<file path="src/rtl/line_tx_if.sv">
// Upstream pixel stream into line_tx: valid/ready handshake carrying one pixel per transfer.
interface line_tx_if #(
  parameter int DATA_WIDTH = 16
);
  logic [DATA_WIDTH-1:0] s_data;
  logic                  s_valid;
  logic                  s_ready;

  modport master (output s_data, output s_valid, input s_ready);
  modport slave  (input s_data, input s_valid, output s_ready);
endinterface

</file>
<file path="src/rtl/line_tx.sv">
// Line transmitter: buffers upstream pixels in a small FIFO and emits fixed-length lines
// separated by horizontal blanking. Define LINE_TX_UFCNT_EN to add the uf_count port.
module line_tx #(
  parameter int ADDR_WIDTH   = 11,
  parameter int DATA_WIDTH   = 16,
  parameter int LENGTH       = 1920,
  parameter int HBLANK       = 16,
  parameter int FIFO_AW      = 4,
  parameter int START_THRESH = 8
) (
  input  logic                  clk,
  input  logic                  rst_n,
  line_tx_if.slave              s,
  output logic [DATA_WIDTH-1:0] data_out,
  output logic                  out_valid,
  output logic                  sol,
  output logic                  eol,
  output logic                  underflow
`ifdef LINE_TX_UFCNT_EN
  ,
  output logic [15:0]           uf_count
`endif
);

  localparam int DEPTH = 2 ** FIFO_AW;
  localparam logic [FIFO_AW:0]      DEPTH_C  = (FIFO_AW + 1)'(DEPTH);
  localparam logic [FIFO_AW:0]      THRESH_C = (FIFO_AW + 1)'(START_THRESH);
  localparam logic [FIFO_AW:0]      CNT_ONE  = (FIFO_AW + 1)'(1);
  localparam logic [FIFO_AW-1:0]    PTR_ONE  = FIFO_AW'(1);
  localparam logic [ADDR_WIDTH-1:0] LAST_COL = ADDR_WIDTH'(LENGTH - 1);
  localparam logic [ADDR_WIDTH-1:0] COL_ONE  = ADDR_WIDTH'(1);
  localparam int BW = (HBLANK > 2) ? $clog2(HBLANK - 1) : 1;
  localparam logic [BW-1:0] BLANK_LAST = BW'((HBLANK > 1) ? HBLANK - 2 : 0);
  localparam logic [BW-1:0] BLANK_ONE  = BW'(1);

  typedef enum logic [1:0] {IDLE, ACTIVE, BLANK} state_t;

  state_t                  state, state_next;
  logic [ADDR_WIDTH-1:0]   col, col_next;
  logic [BW-1:0]           blank_cnt, blank_next;

  logic [DATA_WIDTH-1:0]   mem [DEPTH];
  logic [FIFO_AW-1:0]      wr_ptr, rd_ptr;
  logic [FIFO_AW:0]        count;
  logic                    push, pop, fill;

  logic [DATA_WIDTH-1:0]   data_next;
  logic                    valid_next, sol_next, eol_next;

  assign s.s_ready = (count != DEPTH_C);
  assign push      = s.s_valid && s.s_ready;
  // Pop decision uses the registered count, so a push into an empty FIFO cannot feed the same cycle.
  assign pop       = (state == ACTIVE) && (count != '0);
  assign fill      = (state == ACTIVE) && (count == '0);

  always_ff @(posedge clk) begin
    if (push) mem[wr_ptr] <= s.s_data;
  end

  always_ff @(posedge clk) begin
    if (!rst_n) begin
      wr_ptr <= '0;
      rd_ptr <= '0;
      count  <= '0;
    end else begin
      if (push) wr_ptr <= wr_ptr + PTR_ONE;
      if (pop)  rd_ptr <= rd_ptr + PTR_ONE;
      case ({push, pop})
        2'b10:   count <= count + CNT_ONE;
        2'b01:   count <= count - CNT_ONE;
        default: count <= count;
      endcase
    end
  end

  // Outputs lag the state by one cycle, so the IDLE cycle after BLANK is itself a blank
  // output cycle; BLANK therefore lasts HBLANK-1 cycles and is skipped when HBLANK is 1.
  always_comb begin
    state_next = state;
    col_next   = col;
    blank_next = blank_cnt;
    valid_next = 1'b0;
    sol_next   = 1'b0;
    eol_next   = 1'b0;
    data_next  = '0;
    case (state)
      IDLE: begin
        col_next = '0;
        if (count >= THRESH_C) state_next = ACTIVE;
      end
      ACTIVE: begin
        valid_next = 1'b1;
        sol_next   = (col == '0);
        eol_next   = (col == LAST_COL);
        if (pop) data_next = mem[rd_ptr];
        if (col == LAST_COL) begin
          col_next   = '0;
          blank_next = '0;
          state_next = (HBLANK > 1) ? BLANK : IDLE;
        end else begin
          col_next = col + COL_ONE;
        end
      end
      BLANK: begin
        if (blank_cnt == BLANK_LAST) state_next = IDLE;
        else                         blank_next = blank_cnt + BLANK_ONE;
      end
      default: state_next = IDLE;
    endcase
  end

  always_ff @(posedge clk) begin
    if (!rst_n) begin
      state     <= IDLE;
      col       <= '0;
      blank_cnt <= '0;
      data_out  <= '0;
      out_valid <= 1'b0;
      sol       <= 1'b0;
      eol       <= 1'b0;
      underflow <= 1'b0;
    end else begin
      state     <= state_next;
      col       <= col_next;
      blank_cnt <= blank_next;
      data_out  <= data_next;
      out_valid <= valid_next;
      sol       <= sol_next;
      eol       <= eol_next;
      if (fill) underflow <= 1'b1;
    end
  end

`ifdef LINE_TX_UFCNT_EN
  always_ff @(posedge clk) begin
    if (!rst_n)                           uf_count <= '0;
    else if (fill && (uf_count != '1))    uf_count <= uf_count + 16'd1;
  end
`endif

endmodule

</file>
<file path="src/flat_wrapper.sv">
// flat-port wrapper written by rule: the top's interface ports become plain ports
module line_tx_flat 
#(
  parameter int ADDR_WIDTH   = 11,
  parameter int DATA_WIDTH   = 16,
  parameter int LENGTH       = 1920,
  parameter int HBLANK       = 16,
  parameter int FIFO_AW      = 4,
  parameter int START_THRESH = 8
)
  (clk, rst_n, data_out, out_valid, sol, eol, underflow, s_s_data, s_s_valid, s_s_ready);
  line_tx_if #(.DATA_WIDTH(DATA_WIDTH)) s_i ();
  input  logic clk;
  input  logic rst_n;
  output logic [DATA_WIDTH-1:0] data_out;
  output logic out_valid;
  output logic sol;
  output logic eol;
  output logic underflow;
  input wire logic [$bits(s_i.s_data)-1:0] s_s_data;
  input wire logic [$bits(s_i.s_valid)-1:0] s_s_valid;
  output wire logic [$bits(s_i.s_ready)-1:0] s_s_ready;
  assign s_i.s_data = s_s_data;
  assign s_i.s_valid = s_s_valid;
  assign s_s_ready = s_i.s_ready;
  line_tx #(.ADDR_WIDTH(ADDR_WIDTH), .DATA_WIDTH(DATA_WIDTH), .LENGTH(LENGTH), .HBLANK(HBLANK), .FIFO_AW(FIFO_AW), .START_THRESH(START_THRESH)) u_core (.clk(clk), .rst_n(rst_n), .s(s_i), .data_out(data_out), .out_valid(out_valid), .sol(sol), .eol(eol), .underflow(underflow));
endmodule
</file>
<file path="config.mk">
export PLATFORM = sky130hd
export DESIGN_NAME = line_tx_flat
export DESIGN_NICKNAME = d
export VERILOG_FILES = /design/src/rtl/line_tx_if.sv /design/src/rtl/line_tx.sv /design/src/flat_wrapper.sv
export SDC_FILE = /design/constraint.sdc
export NUM_CORES = 1
export LEC_CHECK = 0
export ABC_AREA = 1
export CAP_MARGIN = 20
export CORE_ASPECT_RATIO = 0.75
export CORE_MARGIN = 5
export CORE_UTILIZATION = 39
export CTS_CLUSTER_DIAMETER = 40
export DETAILED_ROUTE_END_ITERATION = 8
export SLEW_MARGIN = 30
export SYNTH_ARGS = -nofsm -noshare
export SYNTH_HDL_FRONTEND = slang
export SYNTH_SLANG_ARGS = --single-unit
</file>
<file path="constraint.sdc">
create_clock -name clk -period 4.51 [get_ports clk]
set_clock_uncertainty 0.05 [all_clocks]
set_input_delay 0.902 -clock clk [delete_from_list [all_inputs] [get_ports clk]]
set_output_delay 0.902 -clock clk [all_outputs]
set_load 0.01 [all_outputs]
</file>
Word level (Yosys, flattened, before mapping):

Memories as Yosys holds them, arrays and structs flattened. A register that Yosys moved wholly into a read port is not among the register bits.
Index checks and enable logic that the tools add are counted.

* order comparisons: 1
* multiplexer cells: 13
* eq/ne operators: 11
* add/sub/neg operators: 6
* reduce and logical (&&, ||, !) cells: 15

Operator list (number)
* 11-bit case mux with 2 select lines: 1
* 4-bit by 1-bit adder with 4-bit output, second input constant: 3
* 11-bit by 1-bit adder with 11-bit output, second input constant: 1
* 11-bit equality test, second input constant: 1
* 11-bit zero test: 1
* 11-bit two-way mux: 1
* 5-bit case mux with 2 select lines: 1
* 3-bit AND reduction: 3
* 4-bit two-way mux: 2
* 4-bit case mux with 2 select lines: 1
* 2-bit two-way mux: 3
* 2-bit case mux with 3 select lines: 1
* 2-bit nonzero test: 3
* 5-bit by 1-bit adder with 5-bit output, second input constant: 1
* 5-bit by 4-bit >= comparator with 1-bit output, second input constant: 1
* 5-bit zero test: 1
* 5-bit != test, second input constant: 1
* 5-bit nonzero test: 1
* 5-bit by 1-bit subtractor with 5-bit output, second input constant: 1
* 2-bit by 1-bit equality test with 1-bit output, second input constant: 2
* 2-bit equality test, second input constant: 2
* 4-bit equality test, second input constant: 1
* 2-bit by 1-bit != test with 1-bit output, second input constant: 2
* 2-bit != test, second input constant: 2
* other kinds (5): 9

* register bits: 34
* memories kept: 1
* bits in writable memories: 256
* input bits: 19

Memories
* u_core.mem: words 16, width 16, rd ports 1, clocked after memory_dff 1, wr ports 1, line line_tx.sv:42 `logic [DATA_WIDTH-1:0] mem [DEPTH];`

Logic depth before layout (Yosys ltp):

* depth after elaboration: 4
* depth in mapped cells: 15
* gate-level depth less buffers: 15

Worst setup path before layout:

OpenSTA, ideal clock, no wires.

* path kind: input to register
* start point: input port s_s_valid
* end point: memory u_core.mem[11][0] (enable)
* slack: 2.124 ns
* data arrival time: 1.947 ns
* stages: 4
* buffers on the path: 0
* setup time: 0.388 ns
* required time: 4.072 ns
* cells stage by stage: nand2_2 > inv_1 > nand2_1 > nor2_1

* word-level cells in the longest chain between the ends: 3

RTL lines
* from (decl): line flat_wrapper.sv:21 `input wire logic [$bits(s_i.s_valid)-1:0] s_s_valid;`
* 1-bit logical AND: line line_tx.sv:51 `assign push = s.s_valid && s.s_ready;`
* 1-bit two-way mux: line line_tx.sv:57 `if (push) mem[wr_ptr] <= s.s_data;`
* 1-bit two-way mux (implied by the code): line line_tx.sv:57
* to (decl): line line_tx.sv:42

No other way between the ends.

==> impl_metrics.env <==
export IMPL_status="finished clean"
export IMPL_drc=0
export IMPL_grt_pass1_vias=7955
export IMPL_min_to="u_core.rd_ptr[3]"
export IMPL_hpwlAfterDp_mm=19.38
export IMPL_die_w_um=217.4
export IMPL_fp_dieArea_sq_um=35980
export IMPL_antenna_found_initial=0
export IMPL_cpMostUsedCell="nand2_1"
export IMPL_r2r_cells=8
export IMPL_yosysSeqAreaShare=0.6907
export IMPL_critPathArrivalTime_ns=3.28
export IMPL_viasPerCell=5.203
export IMPL_synth_cell_types=34
export IMPL_drv_cap=0
export IMPL_netlist_instances=1142
export IMPL_whs_path_depth=2
export IMPL_cellPowerDensity_nw_per_um2=560.1
export IMPL_instances_no_fill=1609
export IMPL_hp_class="flip-flop to flip-flop"
export IMPL_tritoncts="built"
export IMPL_ant_nets=0
export IMPL_min_from="u_core.rd_ptr[3]"
export IMPL_r2r_end="u_core.data_out[10]"
export IMPL_whs_ns=0.4155
export IMPL_ys_top_cells_by_count="270 x nor2_1, 256 x edfxtp_1, 135 x nand2_1"
export IMPL_r2r_start="u_core.rd_ptr[0]"
export IMPL_io_buffers=39
export IMPL_post_cts_buffers=0
export IMPL_final_area_sq_um=14480
export IMPL_area_delta_synth_final_pct=15.08
export IMPL_num_rows=57
export IMPL_nets=1200
export IMPL_timing_fmax_mhz=348.8
export IMPL_cp_required_ns=4.92
export IMPL_grt_overflow_total=0
export IMPL_fin_setup_tns_ns=0
export IMPL_worstSetupEndpointType="flip-flop"
export IMPL_synthArstFlopShare=0
export IMPL_crit_chain="buf_4 > buf_4 > o21ai_0 > nand3_1 > nand2_1 > nand2_1 > nand2_1 > nor2_1"
export IMPL_hold_viol_final=0
export IMPL_grt_pass1_wl_mm=49.82
export IMPL_startpoint_type="flip-flop"
export IMPL_cts_sinks=306
export IMPL_start_util=0.3919
export IMPL_yosysWarningCount=0
export IMPL_fp_dieH_um=165.5
export IMPL_vdd_ir_drop_max_uv=271.4
export IMPL_gp_congestion=0.8270
export IMPL_synth_nets=1174
export IMPL_insertion_delay_ns=0.54
export IMPL_avgRoutedWirePerCell_um=20.42
export IMPL_ioPinCount=40
export IMPL_slew_limit_headroom=0.3447
export IMPL_grt_max_degree=72
export IMPL_cts_max_level=2
export IMPL_grt_use_total=0.1835
export IMPL_finalCritPeriodShare=0.6357
export IMPL_place_area_sq_um=13230
export IMPL_firstDrtPassIters=5
export IMPL_crit_fanout=67
export IMPL_rsz0062_at_grt="no"
export IMPL_crit_path_top_delay_cell="buf_4"
export IMPL_p_leak_nw=4.944
export IMPL_synthFlopType="edfxtp_1"
export IMPL_cpPeakStageDelay_ns=0.67
export IMPL_first_iter_violations=866
export IMPL_period_minus_slack_ns=2.867
export IMPL_wl_mm=32.86
export IMPL_synth_edf_count=256
export IMPL_cts_buffers_inserted=36
export IMPL_critical_path_class="flip-flop to flip-flop"
export IMPL_yosysMostFrequentCell="nor2_1"
export IMPL_hold_buffers=0
export IMPL_drive_gt1_frac=0.08201
export IMPL_syn_area_sq_um=12580
export IMPL_avgSynthCellArea_sq_um=11.01
export IMPL_worst_pin_slew_ns=0.9830
export IMPL_placedCellCount=1543
export IMPL_clock_path_buffers=3
export IMPL_setup_viol=0
export IMPL_yosys_area_top_type_share=0.6112
export IMPL_cts_resized=0
export IMPL_core_sq_um=32090
export IMPL_clk_pin_slew_worst_paths_ns=0.06
export IMPL_ys_ff_latch=306
export IMPL_via_count=8371
export IMPL_slew_viol_final=0
export IMPL_yosys_area_top_type="edfxtp_1"
export IMPL_rrSetupSlack_ns=1.64
export IMPL_synthTopCellsByArea="edfxtp_1 61%, nor2_1 8.1%, dfxtp_1 8.0%"
export IMPL_root_buffer="clkbuf_16"
## critical path, delay by kind of cell, from the launching register on
family / cells / cell delay, ns
flops: 1 / 0.58
simple gates: 5 / 0.48
buf+inv: 2 / 1.27
compound gates: 1 / 0.37
## worst max-delay path by stage
stage                                 from                  end  slack [ns]  cells after the start
after floorplan                  s_s_valid    u_core.mem[11][0]        2.12                      4
after global placement           s_s_valid     u_core.mem[7][9]        1.38                      5
after detailed placement         s_s_valid     u_core.mem[2][1]        1.33                      5
after CTS                 u_core.rd_ptr[0]  u_core.data_out[10]        1.66                      8
after global routing      u_core.rd_ptr[0]  u_core.data_out[12]        1.45                      8
final                     u_core.rd_ptr[0]  u_core.data_out[10]        1.64                      8
## cell usage in the layout (no fill, tap or decap), types with 2 or more instances in the layout
cell type and count:
clkbuf_1 4, clkinv_1 3, ha_1 13, bufinv_16 4, inv_4 2, o211ai_1 21
nor2_4 6, dfxtp_2 2, nand4_1 6, o21ai_1 26, o21ai_0 98, edfxtp_1 256
clkdlybuf4s50_1 39, buf_4 8, nand2_1 135, nand2_2 2, nand3_1 84, or2_2 2
clkinv_2 6, inv_1 56, inv_6 4, xor2_1 6, clkinv_4 4, inv_2 3
a21oi_1 40, dfxtp_1 47, clkbuf_16 37, nor2_1 254, o31ai_1 2, nor2_2 13
## routing by layer
metal / up-vias / track usage / part of all wire
li1: 4006 / - / -
met1: 4038 / 0.2769 / 0.48
met2: 289 / 0.2692 / 0.42
met3: 38 / 0.04338 / 0.085
met4: 0 / 0.04450 / 0.016
met5: - / 0 / 0
## metrics by stage
| step | util | power [mW] | setup slack (ns) |
|---|---|---|---|
| 2_1_floorplan | - | 4.629 | 2.124 |
| 3_3_place_gp | 0.4124 | 5.176 | 1.384 |
| 3_5_place_dp | 0.4124 | 5.181 | 1.326 |
| 4_1_cts | 0.4503 | 8.160 | 1.662 |
| 5_1_grt | 0.4510 | 8.506 | 1.445 |
| 6_report | 0.4510 | 8.107 | 1.643 |
## logic make-up after synthesis
logic type                 synth area share
xor gates and xnor gates           0.004874
buffers and inverters               0.04775
adders and majority gates           0.01293
DFF                                  0.6907
and+or+nand+nor                      0.1624
AOI/OAI and AO/OA                   0.08127
## final cells by class
type | count | area, sq um
Antenna cell | 1 | 2.502
Clock buffer | 41 | 940.9
Clock inverter | 24 | 277.8
Fill cell | 2967 | 17620
Inverter | 62 | 242.7
Multi-Input combinational cell | 715 | 3349
Sequential cell | 306 | 8695
Tap cell | 413 | 516.7
Timing Repair Buffer | 47 | 450.4
## registers in the layout, summed over array words and instances, names as in the netlist
| register | flops |
|---|---|
| u_core.out_valid | 1 |
| u_core.mem | 256 |
| u_core.underflow | 1 |
| u_core.sol | 1 |
| u_core.count | 5 |
| u_core.wr_ptr | 4 |
| u_core.data_out | 16 |
| u_core.eol | 1 |
| u_core.rd_ptr | 4 |
| u_core.col | 11 |
| u_core.blank_cnt | 4 |
| u_core.state | 2 |
## power breakdown
part	internal (mW)	switching [mW]	total, mW
Sequential	3.18	0.0921	3.28
Clock	1.76	1.21	2.97
Combinational	0.566	1.29	1.86
Note: power is estimated with default switching activity, not from simulation.
